### config.mk
export PLATFORM = sky130hd
export DESIGN_NAME = ahb_manager_arbiter
export DESIGN_NICKNAME = d
export VERILOG_FILES = /design/src/rtl/ahb_manager_arbiter.sv
export SDC_FILE = /design/constraint.sdc
export NUM_CORES = 1
export LEC_CHECK = 0
export ABC_AREA = 1
export BUFFER_PORTS_ARGS = -buffer_cell sky130_fd_sc_hd__buf_2
export CORE_MARGIN = 5
export CORE_UTILIZATION = 50
export CTS_CLUSTER_SIZE = 10
export DETAILED_ROUTE_END_ITERATION = 10
export PLACE_DENSITY = 0.86
export SYNTH_ARGS = -nofsm -noshare
export SYNTH_HDL_FRONTEND = slang
export SYNTH_SLANG_ARGS = --single-unit
### constraint.sdc
create_clock -name HCLK -period 10.3 [get_ports HCLK]
set_input_delay 0 -clock HCLK [delete_from_list [all_inputs] [get_ports HCLK]]
set_output_delay 0 -clock HCLK [all_outputs]
set_load 0.005 [all_outputs]
### src/rtl/ahb_manager_arbiter.sv
// Round-robin arbiter sharing one AHB-Lite subordinate between several AHB-Lite managers.
// Each manager's address phase is held per port until it wins the shared address slot.
module ahb_manager_arbiter #(
    parameter int unsigned NUM_MANAGERS = 2,
    parameter int unsigned ADDR_WIDTH   = 32,
    parameter int unsigned DATA_WIDTH   = 32
) (
    input  logic                               HCLK,
    input  logic                               HRESET,
    input  logic [2*NUM_MANAGERS-1:0]          m_HTRANS,
    input  logic [ADDR_WIDTH*NUM_MANAGERS-1:0] m_HADDR,
    input  logic [NUM_MANAGERS-1:0]            m_HWRITE,
    input  logic [3*NUM_MANAGERS-1:0]          m_HSIZE,
    input  logic [3*NUM_MANAGERS-1:0]          m_HBURST,
    input  logic [DATA_WIDTH*NUM_MANAGERS-1:0] m_HWDATA,
    output logic [DATA_WIDTH-1:0]              m_HRDATA,
    output logic [NUM_MANAGERS-1:0]            m_HREADY,
    output logic [NUM_MANAGERS-1:0]            m_HRESP,
    output logic [1:0]                         s_HTRANS,
    output logic [ADDR_WIDTH-1:0]              s_HADDR,
    output logic                               s_HWRITE,
    output logic [2:0]                         s_HSIZE,
    output logic [2:0]                         s_HBURST,
    output logic [DATA_WIDTH-1:0]              s_HWDATA,
    output logic                               s_HREADY,
    input  logic [DATA_WIDTH-1:0]              s_HRDATA,
    input  logic                               s_HREADYOUT,
    input  logic                               s_HRESP,
    output logic [NUM_MANAGERS-1:0]            grant
);

    localparam int unsigned N  = NUM_MANAGERS;
    localparam int unsigned PW = (N > 1) ? $clog2(N) : 1;

    localparam logic [1:0] HTRANS_IDLE   = 2'b00;
    localparam logic [1:0] HTRANS_NONSEQ = 2'b10;
    localparam logic [1:0] HTRANS_SEQ    = 2'b11;

    typedef enum logic [1:0] {
        P_IDLE = 2'd0,
        P_PEND = 2'd1,
        P_ADDR = 2'd2,
        P_DATA = 2'd3
    } port_st_t;

    port_st_t                st         [N];
    logic [ADDR_WIDTH-1:0]   hold_addr  [N];
    logic                    hold_write [N];
    logic [2:0]              hold_size  [N];
    logic [2:0]              hold_burst [N];

    logic                    lock;
    logic [PW-1:0]           lock_port;
    logic [PW-1:0]           rr_ptr;

    logic [N-1:0]            pend;
    logic [N-1:0]            cap;
    logic [1:0]              lock_trans;
    logic                    lock_done;
    logic                    win_vld;
    logic [PW-1:0]           win_idx;

    assign m_HRDATA = s_HRDATA;
    assign s_HREADY = s_HREADYOUT;
    assign s_HBURST = 3'b000;

    // Per-port capture qualifier: the manager sees HREADY high exactly in IDLE or a completing DATA.
    always_comb begin
        pend       = '0;
        cap        = '0;
        lock_trans = HTRANS_IDLE;
        for (int unsigned i = 0; i < N; i++) begin
            pend[i] = (st[i] == P_PEND);
            cap[i]  = m_HTRANS[2*i+1] &&
                      ((st[i] == P_IDLE) || ((st[i] == P_DATA) && s_HREADYOUT));
            if (lock_port == PW'(i)) begin
                lock_trans = m_HTRANS[2*i +: 2];
            end
        end
    end

    // A burst stays atomic until its owner completes a beat without following it with SEQ.
    assign lock_done = lock && s_HREADYOUT && (st[lock_port] == P_DATA) &&
                       (lock_trans != HTRANS_SEQ);

    // Round-robin search from rr_ptr+1; descending offsets so the nearest pending port wins.
    always_comb begin
        win_vld = 1'b0;
        win_idx = '0;
        if (lock) begin
            if (st[lock_port] == P_PEND) begin
                win_vld = 1'b1;
                win_idx = lock_port;
            end
        end else begin
            for (int unsigned k = N; k > 0; k--) begin
                for (int unsigned i = 0; i < N; i++) begin
                    if ((i == ((32'(rr_ptr) + k) % N)) && pend[i]) begin
                        win_vld = 1'b1;
                        win_idx = PW'(i);
                    end
                end
            end
        end
    end

    // Port-facing response steering and write-data mux for the data-phase owner.
    always_comb begin
        m_HREADY = '1;
        m_HRESP  = '0;
        s_HWDATA = '0;
        for (int unsigned i = 0; i < N; i++) begin
            case (st[i])
                P_PEND, P_ADDR: m_HREADY[i] = 1'b0;
                P_DATA: begin
                    m_HREADY[i] = s_HREADYOUT;
                    m_HRESP[i]  = s_HRESP;
                    s_HWDATA    = m_HWDATA[DATA_WIDTH*i +: DATA_WIDTH];
                end
                default: ;
            endcase
        end
    end

    // Port state machines, holding registers, shared address-phase outputs and lock.
    always_ff @(posedge HCLK or posedge HRESET) begin
        if (HRESET) begin
            for (int unsigned i = 0; i < N; i++) begin
                st[i]         <= P_IDLE;
                hold_addr[i]  <= '0;
                hold_write[i] <= 1'b0;
                hold_size[i]  <= 3'b000;
                hold_burst[i] <= 3'b000;
            end
            s_HTRANS  <= HTRANS_IDLE;
            s_HADDR   <= '0;
            s_HWRITE  <= 1'b0;
            s_HSIZE   <= 3'b000;
            grant     <= '0;
            lock      <= 1'b0;
            lock_port <= '0;
            rr_ptr    <= PW'(N - 1);
        end else begin
            for (int unsigned i = 0; i < N; i++) begin
                if (cap[i]) begin
                    hold_addr[i]  <= m_HADDR[ADDR_WIDTH*i +: ADDR_WIDTH];
                    hold_write[i] <= m_HWRITE[i];
                    hold_size[i]  <= m_HSIZE[3*i +: 3];
                    hold_burst[i] <= m_HBURST[3*i +: 3];
                end
                case (st[i])
                    P_IDLE: begin
                        if (cap[i]) st[i] <= P_PEND;
                    end
                    P_PEND: begin
                        if (s_HREADYOUT && win_vld && (win_idx == PW'(i))) st[i] <= P_ADDR;
                    end
                    P_ADDR: begin
                        if (s_HREADYOUT) st[i] <= P_DATA;
                    end
                    P_DATA: begin
                        if (s_HREADYOUT) st[i] <= cap[i] ? P_PEND : P_IDLE;
                    end
                    default: st[i] <= P_IDLE;
                endcase
            end

            if (lock_done) begin
                lock <= 1'b0;
            end

            if (s_HREADYOUT) begin
                if (win_vld) begin
                    s_HTRANS <= HTRANS_NONSEQ;
                    s_HADDR  <= hold_addr[win_idx];
                    s_HWRITE <= hold_write[win_idx];
                    s_HSIZE  <= hold_size[win_idx];
                    grant    <= N'(1) << win_idx;
                    rr_ptr   <= win_idx;
                    if (|hold_burst[win_idx]) begin
                        lock      <= 1'b1;
                        lock_port <= win_idx;
                    end
                end else begin
                    s_HTRANS <= HTRANS_IDLE;
                    grant    <= '0;
                end
            end
        end
    end

endmodule

# Word-level counts from Yosys, hierarchy flattened
# Cells that the tools add are included.
[totals]
reg_bits = 125
latch_bits = 0
ramBits = 0
rom_bits = 0
mem_count = 0
[classes]
add_sub_neg = 2
n_mul = 0
div_mod_pow = 0
n_lt_le_gt_ge = 2
eq_ne = 17
n_shift = 1
n_mux = 50
bitwise_logic = 3
n_reduce_logical = 27
[ops]
columns = ["operator", "n"]
rows = [
  ["$mux W32", 5],
  ["$logic_not A32 Y1", 2],
  ["$mux W2", 13],
  ["$mux W1", 22],
  ["$mux W3", 6],
  ["$pmux W2 S4", 2],
  ["$logic_and A1 B1 Y1", 14],
  ["$ne A2 B2 Y1 const B", 7],
  ["$eq A2 B2 Y1 const B", 5],
  ["$reduce_and A4 Y1", 2],
  ["$eq A2 B1 Y1 const B", 3],
  ["$ge A2 B2 Y1 const B", 2],
  ["$logic_not A2 Y1", 2],
  ["$ne A2 B1 Y1 const B", 2],
  ["$not A1 Y2", 2],
  ["$pmux W1 S2", 2],
  ["$reduce_or A2 Y1", 2],
  ["$reduce_and A3 Y1", 1],
  ["$reduce_or A3 Y1", 1],
  ["$add A1 B1 Y1 const B", 2],
  ["$logic_or A1 B1 Y1", 2],
  ["$reduce_and A2 Y1", 1],
  ["$shl A1 B1 Y2 const A", 1],
  ["$not A1 Y1", 1],
]

# Logic depth before layout (Yosys ltp)
[logic_depth]
word_depth = 15
mapped_depth = 12
depth_no_buf = 12

# Least setup slack after synthesis
# Ideal clock, no wire load.
[synth_timing]
path_kind = "flip-flop to flip-flop"
startpoint = "register st[0] (netlist bit)"
endpoint = "register hold_addr[0] (netlist bit)"
arrival_time_ns = 1.469
t_required_ns = 10.184
path_slack_ns = 8.715
path_stages_with_launch = 10
path_buffers = 3
period_less_slack_ns = 1.585
path_cell_list = "dfrtp_1 -> ha_1 -> buf_2 -> nand2_1 -> a21oi_2 -> inv_2 -> buf_2 -> buf_4 -> nand2_1 -> nand2_1"
[synth_between]
elab_chain_len = 4
[synth_rtl]
columns = ["item", "line", "text"]
rows = [
  ["start: declaration", "46", "port_st_t st [N];"],
  ["start signal: indexed assignment", "162", "if (s_HREADYOUT) st[i] <= cap[i] ? P_PEND : P_IDLE;"],
  ["$eq A2 B2 Y1", "75", "((st[i] == P_IDLE) || ((st[i] == P_DATA) && s_HREADYOUT));"],
  ["$logic_and A1 B1 Y1", "75", ""],
  ["$logic_or A1 B1 Y1 (*)", "75", ""],
  ["$logic_and A1 B1 Y1 (*)", "74", "cap[i] = m_HTRANS[2*i+1] &&"],
  ["end signal: indexed assignment", "146", "hold_addr[i] <= m_HADDR[ADDR_WIDTH*i +: ADDR_WIDTH];"],
  ["end: declaration", "47", "logic [ADDR_WIDTH-1:0] hold_addr [N];"],
]
# Mark *: on every way between the ends. The rest lies on a longest branch, timed or not.
# A chain may end at the register's enable or synchronous reset.

# Worst setup path in the final report
[layout_timing]
startpoint = "register st[2] (netlist bit)"
endpoint = "register hold_addr[61] (netlist bit)"
# The elaborated chain is that of the path after synthesis.

==> reports/qor.txt <==
Most frequent cells in the layout: nand2_1, buf_2, dfrtp_1
Top Usage Layer GRT: met2
Crit path max-delay cell type: ha_1
Critical Path, Cell by Cell: ha_1 > nand2_1 > a21boi_4 > buf_4 > inv_2 > nand2_1 > nand2_1
Setup violators final: 0
Worst-path fanout max: 54
Arrival time worst endpoint: 3.32 ns
Cells after synthesis: 765
DR vias: 6084
Post-CTS Hold Buffers: 79
Clock Latency Late Sink: 0.42 ns
Drt total wl: 19.6 mm
Setup tns final: 0 ns
Clk pwr share: 25.7%
GRT met3 Usage: 7.07%
Vias in the first global route: 6290
Cell-internal power: 1.47 mW
First-pass GRT wire length: 31.1 mm
Hold Path Stages: 0
Die Wd: 120 µm
Yosys warns: 0
Commonest non-fill, non-tap cell in the layout: nand2_1
Die area: 0.0144 mm²
Tot GR Track Use: 27.6%
Antenna violations before repair: 1
Final worst hold slack: 0.00000224 ns
Core area: 0.0119 mm²
P&R area growth vs syn: 37.6%
Met1 usage: 31.8%
CP dominant cell by count: nand2_1
GPL Wtd Cong: 0.803
Register clock-pin slew on the reported worst setup and hold paths: 0.06 ns
1st-iter DRT viols: 499
Comb pwr share: 38.5%
Worst EP required: 10.59 ns
Sw Share: 39.6%
Max-cap violations: 0
Height of the chip: 120 µm
F_max: 330 MHz
Period utilization: 29.4%
Path type of the worst setup path: reg2reg
Layout net count: 1209
Post-synthesis sequential area ratio: 51.4%
Synth cell types: 27
Maximum clock insertion buffer count: 2
RSZ-0062 raised after global routing: no
Final Max Slew Viols: 0
R2r setup slk: 7.27 ns
Minimum clock period: 3.03 ns
Final Hold Fails: 0
Status: completed
Placed wire-length estimate: 11.6 mm
Residual DRC: 0
Total CTS buffers: 17
Via-to-Cell Ratio: 5.16
Tightest Pin Transition: 1.21 ns
Total grt overflow: 0
Seq pwr share: 35.8%
Antenna-violating nets left: 0
Rows: 40
Critical hold path startpoint: s_HRDATA[28]
R2R depth: 7
Syn_area_per_cell: 7.89 µm²
Hold EP: m_HRDATA[28]
Met2 Resource Use GR: 47.0%
Initial core utilization: 50.7%
DRT Pass-1 Iters: 5
Cts repair resizes: 0
Pin count of the biggest net entering global routing: 73
Clock Skews: 0.0175 ns
NetSw: 963 µW
I/O Buffers: 225
Num ports: 294
R2R Path End: hold_addr[61]$_DFFE_PP0P_
CTS Root Cell: clkbuf_16
CTS tree: yes
Worst Hold Class: in2out
Clock sinks: 124
Critical Path End Type: register
Routed wire per std cell: 16.6 µm
Leak pwr: 4.64 nW
Post-synthesis register bit count: 124
Critical Path Start Type: register
Cell Area, Synth: 0.00604 mm²
Share of cells above drive strength 1: 26.6%
VDD IR-drop max: 0.153 mV
Slew HR: 19.3%
CTS H-tree lvls: 4
Cell Pwr Density: 292 mW/mm²
R2R Path Start: st[2]$_DFFE_PP0P_
Max incr delay on CP: 0.96 ns
Post-CTS Setup Inserts: 0
## cell type report
cell class | count | area [µm²]
fill | 869 | 3610
clock buffer | 20 | 457
sequential | 124 | 3100
inverter | 33 | 126
multi-input combinational | 535 | 2330
tap | 147 | 184
antenna | 2 | 5.00
timing repair buffer | 307 | 1940
clock inverter | 12 | 159
## flip-flops by register name (all words and copies together) (netlist names), 2 cells and up
signal and count:
s_HADDR 32, hold_write 2, hold_burst 6, s_HSIZE 3, hold_size 6, grant 2, hold_addr 64, st 4
## per-layer routing
| metal | wire (µm) | up-vias |
|---|---|---|
| met4 | 883 | 0 |
| met5 | 0 | - |
| met3 | 1620 | 85 |
| met2 | 9790 | 350 |
| met1 | 7270 | 2780 |
| li1 | - | 2869 |
## how the worst max path moves through the flow
stage / endpoint / slack [ns] / startpoint / depth (start not counted)
after detailed placement: hold_addr[58]$_DFFE_PP0P_ / 7.35 / st[2]$_DFFE_PP0P_ / 7
after floorplan: grant[0]$_DFFE_PP0P_ / 7.00 / HRESET / 1
final: hold_addr[61]$_DFFE_PP0P_ / 7.27 / st[2]$_DFFE_PP0P_ / 7
after global placement: hold_addr[32]$_DFFE_PP0P_ / 7.44 / st[2]$_DFFE_PP0P_ / 7
after CTS: hold_addr[61]$_DFFE_PP0P_ / 7.28 / st[2]$_DFFE_PP0P_ / 7
after global routing: hold_addr[61]$_DFFE_PP0P_ / 7.01 / st[2]$_DFFE_PP0P_ / 7
## logic make-up after synthesis
family	synth area share [%]
fa+ha+maj	1.87
compound gates	3.65
flops	51.4
buf+inv	10.3
simple gates	32.7
other cells	0.0621
## power groups by stage
stage | Clock, mW | Combinational, mW | Sequential, mW
final | 0.625 | 0.936 | 0.869
after global routing | 0.650 | 1.06 | 0.891
after CTS | 0.622 | 0.922 | 0.857
after detailed placement | 0 | 0.888 | 0.858
after global placement | 0 | 0.853 | 0.854
after floorplan | 0 | 0.612 | 0.840
## per-stage QoR
stage                     worst slack, ns  instance area [µm²]  cells  utilization [%]  total power, mW
after floorplan                      7.00                 6050    768                -             1.45
after global placement               7.44                 6890   1067             57.9             1.71
after detailed placement             7.35                 6890   1067             57.9             1.75
after CTS                            7.28                 8300   1178             69.7             2.40
after global routing                 7.01                 8300   1179             69.7             2.60
final                                7.27                 8310   1180             69.7             2.43
## critical path, delay by kind of cell, from the launching register on
family,cells,cell delay (ns)
flops,1,0.43
buf+inv,2,0.81
simple gates,3,0.53
fa+ha+maj,1,0.96
compound gates,1,0.17
## synthesized netlist by cell type
cell / count / area [µm²]
a21boi_4: 1 / 18.8
a21oi_1: 1 / 5.00
a21oi_2: 2 / 17.5
buf_1: 2 / 7.51
buf_2: 15 / 75.1
buf_4: 41 / 308
buf_6: 5 / 56.3
clkbuf_1: 13 / 48.8
conb_1: 1 / 3.75
dfrtp_1: 123 / 3080
dfstp_2: 1 / 26.3
ha_1: 9 / 113
inv_1: 27 / 101
inv_2: 6 / 22.5
nand2_1: 387 / 1450
nand2_2: 2 / 12.5
nand3_1: 92 / 460
nand3_2: 1 / 10.0
nand3b_1: 1 / 7.51
nand4_1: 1 / 6.26
nor2_1: 4 / 15.0
nor2_4: 1 / 11.3
o211ai_1: 12 / 90.1
o21ai_0: 5 / 25.0
o21ai_1: 10 / 50.1
o22ai_1: 1 / 6.26
o31ai_1: 1 / 7.51
No activity file was read; power rests on OpenSTA's default activity.
